[src/rtl/pdm_pkg.sv]
// Shared constants, width helpers and alarm state encoding for the PDM microphone receiver.
package pdm_pkg;

   localparam int HALF_PERIOD   = 40;
   localparam int DECIM         = 128;
   localparam int FRAME_SAMPLES = 16;
   localparam int HOLD_FRAMES   = 4;

   localparam int SAMPLE_W = $clog2(DECIM + 1);
   localparam int DEV_W    = 7;

   typedef enum logic [1:0] {
      QUIET = 2'd0,
      LOUD  = 2'd1,
      HOLD  = 2'd2
   } alarm_state_e;

   function automatic int cnt_w(input int n);
      return (n > 1) ? $clog2(n) : 1;
   endfunction

   function automatic int abs_diff(input int a, input int b);
      return (a >= b) ? (a - b) : (b - a);
   endfunction

endpackage

[src/rtl/pdm_mic_rx_if.sv]
// Microphone pins, threshold input and PCM/level/alarm outputs of the PDM receiver.
interface pdm_mic_rx_if #(
   parameter int SAMPLE_W = pdm_pkg::SAMPLE_W
);

   logic                      M_DATA;
   logic [pdm_pkg::DEV_W-1:0] thresh;
   logic                      M_CLK;
   logic                      M_LRSEL;
   logic [SAMPLE_W-1:0]       sample;
   logic                      sample_valid;
   logic [pdm_pkg::DEV_W-1:0] level;
   logic                      level_valid;
   logic                      sound_alarm;

   modport master (
      input  M_DATA, thresh,
      output M_CLK, M_LRSEL, sample, sample_valid, level, level_valid, sound_alarm
   );

   modport slave (
      output M_DATA, thresh,
      input  M_CLK, M_LRSEL, sample, sample_valid, level, level_valid, sound_alarm
   );

endinterface

[src/rtl/pdm_clk_gen.sv]
// Microphone clock divider; rise_stb_o marks the last clk_fpga cycle before each M_CLK rise.
module pdm_clk_gen #(
   parameter int HALF_PERIOD = pdm_pkg::HALF_PERIOD
) (
   input  logic clk_fpga,
   input  logic reset,
   output logic m_clk_o,
   output logic rise_stb_o
);
   import pdm_pkg::*;

   localparam int             DIV_W    = cnt_w(HALF_PERIOD);
   localparam logic [DIV_W-1:0] DIV_LAST = DIV_W'(HALF_PERIOD - 1);

   logic [DIV_W-1:0] div_cnt_q, div_cnt_d;
   logic             m_clk_q, m_clk_d;
   logic             terminal;

   assign terminal = (div_cnt_q == DIV_LAST);

   always_comb begin
      div_cnt_d = terminal ? '0 : div_cnt_q + 1'b1;
      m_clk_d   = terminal ? ~m_clk_q : m_clk_q;
   end

   // NOTE: clocked state uses <= so every flop samples pre-edge values regardless of block order.
   always_ff @(posedge clk_fpga) begin
      if (reset) begin
         div_cnt_q <= '0;
         m_clk_q   <= 1'b0;
      end else begin
         div_cnt_q <= div_cnt_d;
         m_clk_q   <= m_clk_d;
      end
   end

   assign m_clk_o    = m_clk_q;
   assign rise_stb_o = terminal & ~m_clk_q;

endmodule

[src/rtl/pdm_mic_rx.sv]
// PDM microphone receiver: boxcar decimation to PCM, per-frame peak deviation and a held
// loud-sound alarm with a programmable threshold.
module pdm_mic_rx #(
   parameter int HALF_PERIOD   = pdm_pkg::HALF_PERIOD,
   parameter int DECIM         = pdm_pkg::DECIM,
   parameter int FRAME_SAMPLES = pdm_pkg::FRAME_SAMPLES,
   parameter int HOLD_FRAMES   = pdm_pkg::HOLD_FRAMES
) (
   input logic          clk_fpga,
   input logic          reset,
   pdm_mic_rx_if.master bus
);
   import pdm_pkg::*;

   localparam int SMP_W  = $clog2(DECIM + 1);
   localparam int BIT_W  = cnt_w(DECIM);
   localparam int FRM_W  = cnt_w(FRAME_SAMPLES);
   localparam int HOLD_W = cnt_w(HOLD_FRAMES);

   logic m_clk, rise_stb;

   pdm_clk_gen #(.HALF_PERIOD(HALF_PERIOD)) u_clk_gen (
      .clk_fpga   (clk_fpga),
      .reset      (reset),
      .m_clk_o    (m_clk),
      .rise_stb_o (rise_stb)
   );

   logic sync1_q, sync2_q;

   // NOTE: synchronizer flops are left without reset; they only retime M_DATA and flush in two cycles.
   always_ff @(posedge clk_fpga) begin
      sync1_q <= bus.M_DATA;
      sync2_q <= sync1_q;
   end

   logic [BIT_W-1:0] bit_cnt_q, bit_cnt_d;
   logic [SMP_W-1:0] ones_acc_q, ones_acc_d;
   logic [SMP_W-1:0] sample_q, sample_d;
   logic             sample_valid_q, sample_valid_d;

   // NOTE: every _d gets a default first, so no path leaves one unassigned and no latch is inferred.
   always_comb begin
      bit_cnt_d      = bit_cnt_q;
      ones_acc_d     = ones_acc_q;
      sample_d       = sample_q;
      sample_valid_d = 1'b0;
      if (rise_stb) begin
         if (bit_cnt_q == BIT_W'(DECIM - 1)) begin
            sample_d       = ones_acc_q + SMP_W'(sync2_q);
            sample_valid_d = 1'b1;
            ones_acc_d     = '0;
            bit_cnt_d      = '0;
         end else begin
            ones_acc_d = ones_acc_q + SMP_W'(sync2_q);
            bit_cnt_d  = bit_cnt_q + 1'b1;
         end
      end
   end

   logic [DEV_W-1:0] dev, peak_max;
   logic [DEV_W-1:0] peak_q, peak_d;
   logic [FRM_W-1:0] samp_cnt_q, samp_cnt_d;
   logic [DEV_W-1:0] level_q, level_d;
   logic             level_valid_q, level_valid_d;

   assign dev      = DEV_W'(abs_diff(int'(sample_q), DECIM / 2));
   assign peak_max = (dev > peak_q) ? dev : peak_q;

   always_comb begin
      peak_d        = peak_q;
      samp_cnt_d    = samp_cnt_q;
      level_d       = level_q;
      level_valid_d = 1'b0;
      if (sample_valid_q) begin
         if (samp_cnt_q == FRM_W'(FRAME_SAMPLES - 1)) begin
            level_d       = peak_max;
            level_valid_d = 1'b1;
            peak_d        = '0;
            samp_cnt_d    = '0;
         end else begin
            peak_d     = peak_max;
            samp_cnt_d = samp_cnt_q + 1'b1;
         end
      end
   end

   always_ff @(posedge clk_fpga) begin
      if (reset) begin
         bit_cnt_q      <= '0;
         ones_acc_q     <= '0;
         sample_q       <= '0;
         sample_valid_q <= 1'b0;
         peak_q         <= '0;
         samp_cnt_q     <= '0;
         level_q        <= '0;
         level_valid_q  <= 1'b0;
      end else begin
         bit_cnt_q      <= bit_cnt_d;
         ones_acc_q     <= ones_acc_d;
         sample_q       <= sample_d;
         sample_valid_q <= sample_valid_d;
         peak_q         <= peak_d;
         samp_cnt_q     <= samp_cnt_d;
         level_q        <= level_d;
         level_valid_q  <= level_valid_d;
      end
   end

   alarm_state_e      state_q, state_d;
   logic [HOLD_W-1:0] hold_cnt_q, hold_cnt_d;
   logic              alarm_q, alarm_d;
   logic              loud;

   assign loud = (level_q >= bus.thresh);

   always_ff @(posedge clk_fpga) begin
      if (reset) begin
         state_q    <= QUIET;
         hold_cnt_q <= '0;
         alarm_q    <= 1'b0;
      end else begin
         state_q    <= state_d;
         hold_cnt_q <= hold_cnt_d;
         alarm_q    <= alarm_d;
      end
   end

   // A loud frame arriving during HOLD wins; the hold count is reloaded on the next exit from LOUD.
   always_comb begin
      state_d    = state_q;
      hold_cnt_d = hold_cnt_q;
      if (level_valid_q) begin
         case (state_q)
            QUIET: if (loud) state_d = LOUD;
            LOUD: begin
               if (!loud) begin
                  state_d    = HOLD;
                  hold_cnt_d = HOLD_W'(HOLD_FRAMES - 1);
               end
            end
            HOLD: begin
               if (loud)                  state_d    = LOUD;
               else if (hold_cnt_q == '0) state_d    = QUIET;
               else                       hold_cnt_d = hold_cnt_q - 1'b1;
            end
            default: state_d = QUIET;
         endcase
      end
   end

   always_comb begin
      alarm_d = (state_d != QUIET);
   end

   assign bus.M_CLK        = m_clk;
   assign bus.M_LRSEL      = 1'b0;
   assign bus.sample       = sample_q;
   assign bus.sample_valid = sample_valid_q;
   assign bus.level        = level_q;
   assign bus.level_valid  = level_valid_q;
   assign bus.sound_alarm  = alarm_q;

endmodule
[src/flat_wrapper.sv]
// flat-port wrapper written by rule: the top's interface ports become plain ports
module pdm_mic_rx_flat import pdm_pkg::*;
#(
   parameter int HALF_PERIOD   = pdm_pkg::HALF_PERIOD,
   parameter int DECIM         = pdm_pkg::DECIM,
   parameter int FRAME_SAMPLES = pdm_pkg::FRAME_SAMPLES,
   parameter int HOLD_FRAMES   = pdm_pkg::HOLD_FRAMES
)
  (clk_fpga, reset, bus_M_DATA, bus_thresh, bus_M_CLK, bus_M_LRSEL, bus_sample, bus_sample_valid, bus_level, bus_level_valid, bus_sound_alarm);
  pdm_mic_rx_if bus_i ();
  input logic clk_fpga;
  input logic reset;
  input wire logic [$bits(bus_i.M_DATA)-1:0] bus_M_DATA;
  input wire logic [$bits(bus_i.thresh)-1:0] bus_thresh;
  output wire logic [$bits(bus_i.M_CLK)-1:0] bus_M_CLK;
  output wire logic [$bits(bus_i.M_LRSEL)-1:0] bus_M_LRSEL;
  output wire logic [$bits(bus_i.sample)-1:0] bus_sample;
  output wire logic [$bits(bus_i.sample_valid)-1:0] bus_sample_valid;
  output wire logic [$bits(bus_i.level)-1:0] bus_level;
  output wire logic [$bits(bus_i.level_valid)-1:0] bus_level_valid;
  output wire logic [$bits(bus_i.sound_alarm)-1:0] bus_sound_alarm;
  assign bus_i.M_DATA = bus_M_DATA;
  assign bus_i.thresh = bus_thresh;
  assign bus_M_CLK = bus_i.M_CLK;
  assign bus_M_LRSEL = bus_i.M_LRSEL;
  assign bus_sample = bus_i.sample;
  assign bus_sample_valid = bus_i.sample_valid;
  assign bus_level = bus_i.level;
  assign bus_level_valid = bus_i.level_valid;
  assign bus_sound_alarm = bus_i.sound_alarm;
  pdm_mic_rx #(.HALF_PERIOD(HALF_PERIOD), .DECIM(DECIM), .FRAME_SAMPLES(FRAME_SAMPLES), .HOLD_FRAMES(HOLD_FRAMES)) u_core (.clk_fpga(clk_fpga), .reset(reset), .bus(bus_i));
endmodule
[config.mk]
export PLATFORM = sky130hd
export DESIGN_NAME = pdm_mic_rx_flat
export DESIGN_NICKNAME = d
export VERILOG_FILES = /design/src/rtl/pdm_pkg.sv /design/src/rtl/pdm_mic_rx_if.sv /design/src/rtl/pdm_clk_gen.sv /design/src/rtl/pdm_mic_rx.sv /design/src/flat_wrapper.sv
export SDC_FILE = /design/constraint.sdc
export NUM_CORES = 1
export LEC_CHECK = 0
export CORE_MARGIN = 2
export CORE_UTILIZATION = 56
export CTS_BUF_LIST = sky130_fd_sc_hd__clkbuf_16
export CTS_CLUSTER_SIZE = 25
export DETAILED_ROUTE_END_ITERATION = 6
export PLACE_DENSITY = 0.86
export RECOVER_POWER = 100
export SYNTH_ARGS = -nofsm -noshare
export SYNTH_HDL_FRONTEND = slang
export SYNTH_SLANG_ARGS = --single-unit
[constraint.sdc]
create_clock -name clk_fpga -period 3.35 [get_ports clk_fpga]
set_input_delay 0.5025 -clock clk_fpga [delete_from_list [all_inputs] [get_ports clk_fpga]]
set_output_delay 0.5025 -clock clk_fpga [all_outputs]
set_load 0.005 [all_outputs]
Word-level counts from Yosys, hierarchy flattened
Index checks and enable logic that the tools add are counted.
- add/subtract/negate cells: 7
- $lt $le $gt $ge: 3
- eq/ne operators: 8
- mux-type cells: 18
- bitwise gates (word level): 4
- reductions and logical operators: 10
- operators by type and width (cell ; number):
    $mux W7 ; 4
    $mux W2 ; 8
    $add A8 B1 Y8 ; 1
    $ge A8 B7 Y1 const B ; 1
    $mux W8 ; 1
    $add A7 B1 Y7 const B ; 1
    $eq A7 B7 Y1 const B ; 1
    $ge A7 B7 Y1 ; 1
    $gt A7 B7 Y1 ; 1
    $sub A7 B7 Y7 const A ; 1
    $sub A7 B7 Y7 const B ; 1
    $add A6 B1 Y6 const B ; 1
    $eq A6 B6 Y1 const B ; 1
    $ne A2 B2 Y1 const B ; 3
    $pmux W2 S3 ; 1
    $reduce_or A2 Y1 ; 3
    $reduce_and A5 Y1 ; 1
    $add A4 B1 Y4 const B ; 1
    $eq A4 B4 Y1 const B ; 1
    $logic_not A2 Y1 ; 2
    $mux W4 ; 1
    $pmux W2 S2 ; 1
    $reduce_and A2 Y1 ; 2
    $reduce_bool A2 Y1 ; 2
    other kinds (6) ; 9
- register bits after elaboration: 57
- output and inout port bits: 20
- logic and storage cells: 65

Logic depth before layout (Yosys ltp)
Gate-level depths: netlist of the first run.
- depth after elaboration: 6
- depth in mapped cells: 12

By module
From an unflattened synthesis of the first run, not the netlist that was laid out.
- cells, all modules: 316
- area total of the unflattened synthesis: 2738.9 sq um
- by module, submodules not included (module ; times used ; cells each ; area each (sq um) ; seq. area each (sq um)):
    pdm_mic_rx ; 1 ; 287 ; 2471.1 ; 1001.0
    pdm_clk_gen ; 1 ; 29 ; 267.8 ; 140.1

Worst setup path before layout of the first run
No wires, ideal clock.
- path kind: reg-to-reg
- start point: register u_core.sample_q[0] (netlist: u_core.bus.sample[0])
- end point: register u_core.peak_q[0]
- setup time: 0.141 ns
- data arrival time: 2.391 ns
- data required time: 3.209 ns
- slack: 0.819 ns
- stages on the path, launching flop included: 12
- path buffers: 0
- period minus slack after synthesis: 2.531 ns
- cell sequence: dfxtp_1 inv_1 ha_1 nor3b_1 nor2_1 xor2_1 ha_1 nand4_1 a21oi_2 o22ai_4 a21oi_1 o32ai_2
- longest elaborated chain between the ends: 5
- ends and longest elaborated chain (item ; RTL line ; RTL):
    from (decl) ; pdm_mic_rx.sv:39 ; logic [SMP_W-1:0] sample_q, sample_d;
    from (signal assigned) ; pdm_mic_rx.sv:101 ; sample_q <= sample_d;
    $sub A7 B7 Y7 or $ge A8 B7 Y1 (tied branches) ; pdm_pkg.sv:23 ; return (a >= b) ? (a - b) : (b - a);
    $mux W7 (*) ; pdm_pkg.sv:23 ;
    $gt A7 B7 Y1 ; pdm_mic_rx.sv:68 ; assign peak_max = (dev > peak_q) ? dev : peak_q;
    $mux W7 (*) ; pdm_mic_rx.sv:68 ;
    $mux W7 (*) ; pdm_mic_rx.sv:76 ; if (samp_cnt_q == FRM_W'(FRAME_SAMPLES - 1)) begin
    to (signal assigned) ; pdm_mic_rx.sv:103 ; peak_q <= peak_d;
    to (decl) ; pdm_mic_rx.sv:62 ; logic [DEV_W-1:0] peak_q, peak_d;
Mark *: on every way between the ends. The rest lies on a longest branch, timed or not.
A chain may end at the register's enable or synchronous reset.

Worst setup path in the final report of the first run
Ends and elaborated chain as after synthesis.

==> results of run 1 <==
-- layer usage --
metal,part of all wire,routed length (um),vias to the layer above,global-route usage
met5,0,0,-,0
met4,0.025,138,0,0.131
met3,0.048,271,13,0.0489
met2,0.48,2700,60,0.373
met1,0.44,2480,1094,0.243
li1,-,-,1171,-
-- layout make-up --
class,count,area [um^2],share of cell area
Clock buffer,9,225,0.0665
Clock inverter,6,26.3,0.00776
Inverter,22,82.6,0.0244
Multi-Input combinational cell,227,1530,0.451
Sequential cell,57,1140,0.337
Tap cell,70,87.6,0.0259
Timing Repair Buffer,31,295,0.0872
-- where the power goes --
group | total (mW) | switching (mW) | internal (mW)
Combinational | 0.0362 | 0.0195 | 0.0167
Clock | 0.764 | 0.284 | 0.481
Sequential | 0.687 | 0.00263 | 0.684
Total | 1.49 | 0.306 | 1.18
-- registers in the layout (all words and copies together), names as in the netlist --
| register | cells |
|---|---|
| u_core.u_clk_gen.div_cnt_q | 6 |
| u_core.u_clk_gen.m_clk_o | 1 |
| u_core.bus.sample | 8 |
| u_core.bus.sound_alarm | 1 |
| u_core.bus.level | 7 |
| u_core.samp_cnt_q | 4 |
| u_core.ones_acc_q | 8 |
| u_core.sync2_q | 1 |
| u_core.peak_q | 7 |
| u_core.bus.level_valid | 1 |
| u_core.bus.sample_valid | 1 |
| u_core.bit_cnt_q | 7 |
| u_core.hold_cnt_q | 2 |
| u_core.state_q | 2 |
| u_core.sync1_q | 1 |
-- logic make-up after synthesis --
kind of cell | after synthesis | share of synthesized area
AND/OR/NAND/NOR | 112 | 0.199
AO/OA/AOI/OAI | 64 | 0.155
flip-flops | 57 | 0.399
buffers and inverters | 36 | 0.0616
adder cells (fa/ha/maj) | 21 | 0.0918
XOR/XNOR | 21 | 0.0643
multiplexers | 8 | 0.0284
other | 1 | 0.00131
-- how the worst min path moves through the flow --
| stage | from | to | slack [ps] | depth (start not counted) |
|---|---|---|---|---|
| floorplan | u_core.sync1_q | u_core.sync2_q | 310 | 0 |
| global placement | u_core.sync1_q | u_core.sync2_q | 320 | 0 |
| detailed placement | u_core.sync1_q | u_core.sync2_q | 320 | 0 |
| CTS | u_core.sync1_q | u_core.sync2_q | 330 | 0 |
| global route | u_core.sync1_q | u_core.sync2_q | 350 | 0 |
| finish | u_core.sync1_q | u_core.sync2_q | 330 | 0 |
-- cell usage in the layout (no fill, tap or decap), types with 8 or more instances in the layout --
master         Yosys  layout
a21oi_1           22      23
nor2_1            31      31
nand2b_1          11      11
o21ai_0            9      11
ha_1              21      21
xor2_1            14      14
inv_1             22      22
clkbuf_16          0       9
nand3_1           15      15
a22o_1             8       8
dlygate4sd3_1      0      22
nor3_1             7       8
nand2_1           22      22
dfxtp_1           57      57
-- through the flow --
stage                     instance area (um^2)  setup slack (ps)  hold slack (ps)  power [mW]
after floorplan                           2860               819              310       0.724
after global placement                    3160               652              315       0.737
after detailed placement                  3160               467              320       0.738
after CTS                                 3410               450              329        1.50
after global routing                      3390               125              351        1.53
final                                     3390               370              329        1.49
-- critical path, cell delays in order, from the launching register on --
cell	delay, ps
dfxtp_1	320
inv_1	140
ha_1	180
nor3b_1	250
nor2_1	80
xor2_1	170
ha_1	310
a21oi_1	60
o21ai_0	420
o22ai_4	210
a21oi_1	510
o32ai_2	170
==> impl_table.tex, run 1 <==
\begin{tabular}{lr}
\hline
Metric & Value \\
\hline
\multicolumn{2}{l}{\textbf{Floorplanning}} \\
FP Rows & 26 \\
Die ar. & 0.00570 mm\^{}2 \\
Width of the die & 75.5 um \\
Starting Density & 0.571 \\
Die boundary height & 75.5 um \\
CORE AREA & 0.00501 mm\^{}2 \\
Number of placed I/O pins & 30 \\
\multicolumn{2}{l}{\textbf{Logic synthesis}} \\
Ys async rst share & 0 \\
Share of Yosys cell area claimed by the top area cell type & 0.399 \\
Cells taking the most area after synthesis & dfxtp\_1 (40\%), ha\_1 (9.2\%), xor2\_1 (4.3\%) \\
Flip-flop cell with the highest count after synthesis & dfxtp\_1 \\
Number of warnings issued by yosys & 0 \\
Mean cell area of the mapped netlist & 8.94 um\^{}2 \\
Register area share after synthesis & 0.399 \\
Synth cell count leaders & dfxtp\_1 (57), nor2\_1 (31), a21oi\_1 (22), inv\_1 (22), nand2\_1 (22) \\
Most numerous cell in the Yosys netlist & dfxtp\_1 \\
Nets in the synthesized netlist & 351 \\
Top cell type by total area after synthesis & dfxtp\_1 \\
Total of flip-flops plus latches after synthesis & 57 \\
Mapped cell area & 0.00286 mm\^{}2 \\
EDFF count, synth & 0 \\
Cells after synthesis & 320 \\
Post-synth cell types & 48 \\
\multicolumn{2}{l}{\textbf{CTS}} \\
Cts hold-fix bufs & 0 \\
H-tree levels & 3 \\
Number of cells upsized or downsized after cts & 0 \\
CTS tree & yes \\
Buffer depth of the longest clock path & 2 \\
Clock transition time at the flip-flop clock pins of the worst setup and hold paths & 50 ps \\
Sinks on Clock Net & 57 \\
Number of buffers added for setup after CTS & 0 \\
CTS buffer count & 9 \\
Clock tree root driver cell & clkbuf\_16 \\
Worst skew pair latency & 330 ps \\
\multicolumn{2}{l}{\textbf{Global routing}} \\
Via count of the first global-routing pass & 2121 \\
Global-route total usage across every layer & 0.216 \\
First-pass GRT wire length & 9.23 mm \\
Antenna violations before repair & 0 \\
Overflow left after global routing & 0 \\
Largest net degree at the start of global routing & 28 \\
\multicolumn{2}{l}{\textbf{Place}} \\
Final HPWL from detailed placement & 3.98 mm \\
Placed insts & 407 \\
Number of I/O port buffers & 28 \\
Global placement routability congestion & 0.848 \\
\multicolumn{2}{l}{\textbf{Outcome}} \\
Outcome & completed \\
\multicolumn{2}{l}{\textbf{Detailed routing}} \\
Final Routed Wirelength & 5.59 mm \\
Remaining routing DRC violations & 0 \\
Vias/cell & 5.54 \\
DR WL/cell & 13.3 um \\
Count of antenna-violating nets left after detailed routing & 0 \\
Total vias in the final route & 2338 \\
Detailed-router iteration count before antenna repair & 4 \\
DR iter-0 viols & 100 \\
\multicolumn{2}{l}{\textbf{STA}} \\
Finish-stage setup viols & 0 \\
Final Max Slew Viols & 0 \\
Crit path time final & 2980 ps \\
Worst slew margin relative to its limit & 0.266 \\
Fmax & 336 MHz \\
Count of final hold-check violations & 0 \\
Setup TNS & 0 ps \\
Slew at the pin with the worst max-slew slack & 1100 ps \\
RSZ-0062 raised after global routing & no \\
Clock skew after layout & 4.40 ps \\
Fin crit share & 0.890 \\
\multicolumn{2}{l}{\textbf{Setup path}} \\
Depth of the worst register-to-register path & 11 \\
Source of the worst register-to-register timing path & u\_core.bus.sample[0] \\
Critical Path Start Type & register \\
Crit. Startpoint & u\_core.bus.sample[0] \\
Critical Path Sink Type & register \\
Worst R2R End & u\_core.peak\_q[0] \\
FF-to-FF setup slack & 370 ps \\
Critical path start-end classification & register to register \\
Required time of the worst setup path & 3520 ps \\
Arrival @ worst endpoint & 3150 ps \\
Maximum fanout along the worst path & 9 \\
Capture point of the worst path & u\_core.peak\_q[0] \\
\multicolumn{2}{l}{\textbf{Flow run}} \\
Max-capacitance violation count & 0 \\
\multicolumn{2}{l}{\textbf{Finish}} \\
N\_diodes & 0 \\
Growth of design area from synthesis to finish & 18.4\% \\
Final cell utilization of the core & 0.676 \\
Final instance count without filler cells & 422 \\
Layout cells sized above 1 & 0.0568 \\
Fillers & 443 \\
\# nets final & 379 \\
\multicolumn{2}{l}{\textbf{Power and ir drop}} \\
Worst supply voltage drop on vdd & 0.306 mV \\
Power density normalized to cell area & 439 mW/mm\^{}2 \\
Standby leakage power & 1.40 nW \\
\multicolumn{2}{l}{\textbf{Worst hold path}} \\
Class of the tightest hold or removal check & register to register \\
\hline
\end{tabular}
No activity file was read; power rests on OpenSTA's default activity.
==> inputs of run 2 (changes only) <==
SKIP_LAST_GASP = 1   (was default)
==> results of run 2 <==
No change in the layout: final DEF, timing and power equal those of run 1.
==> inputs of run 3 (changes only) <==
CAP_MARGIN = 20   (was default)
TNS_END_PERCENT = 10   (was default)
==> results of run 3 <==
No change in the layout: final DEF, timing and power equal those of run 1.
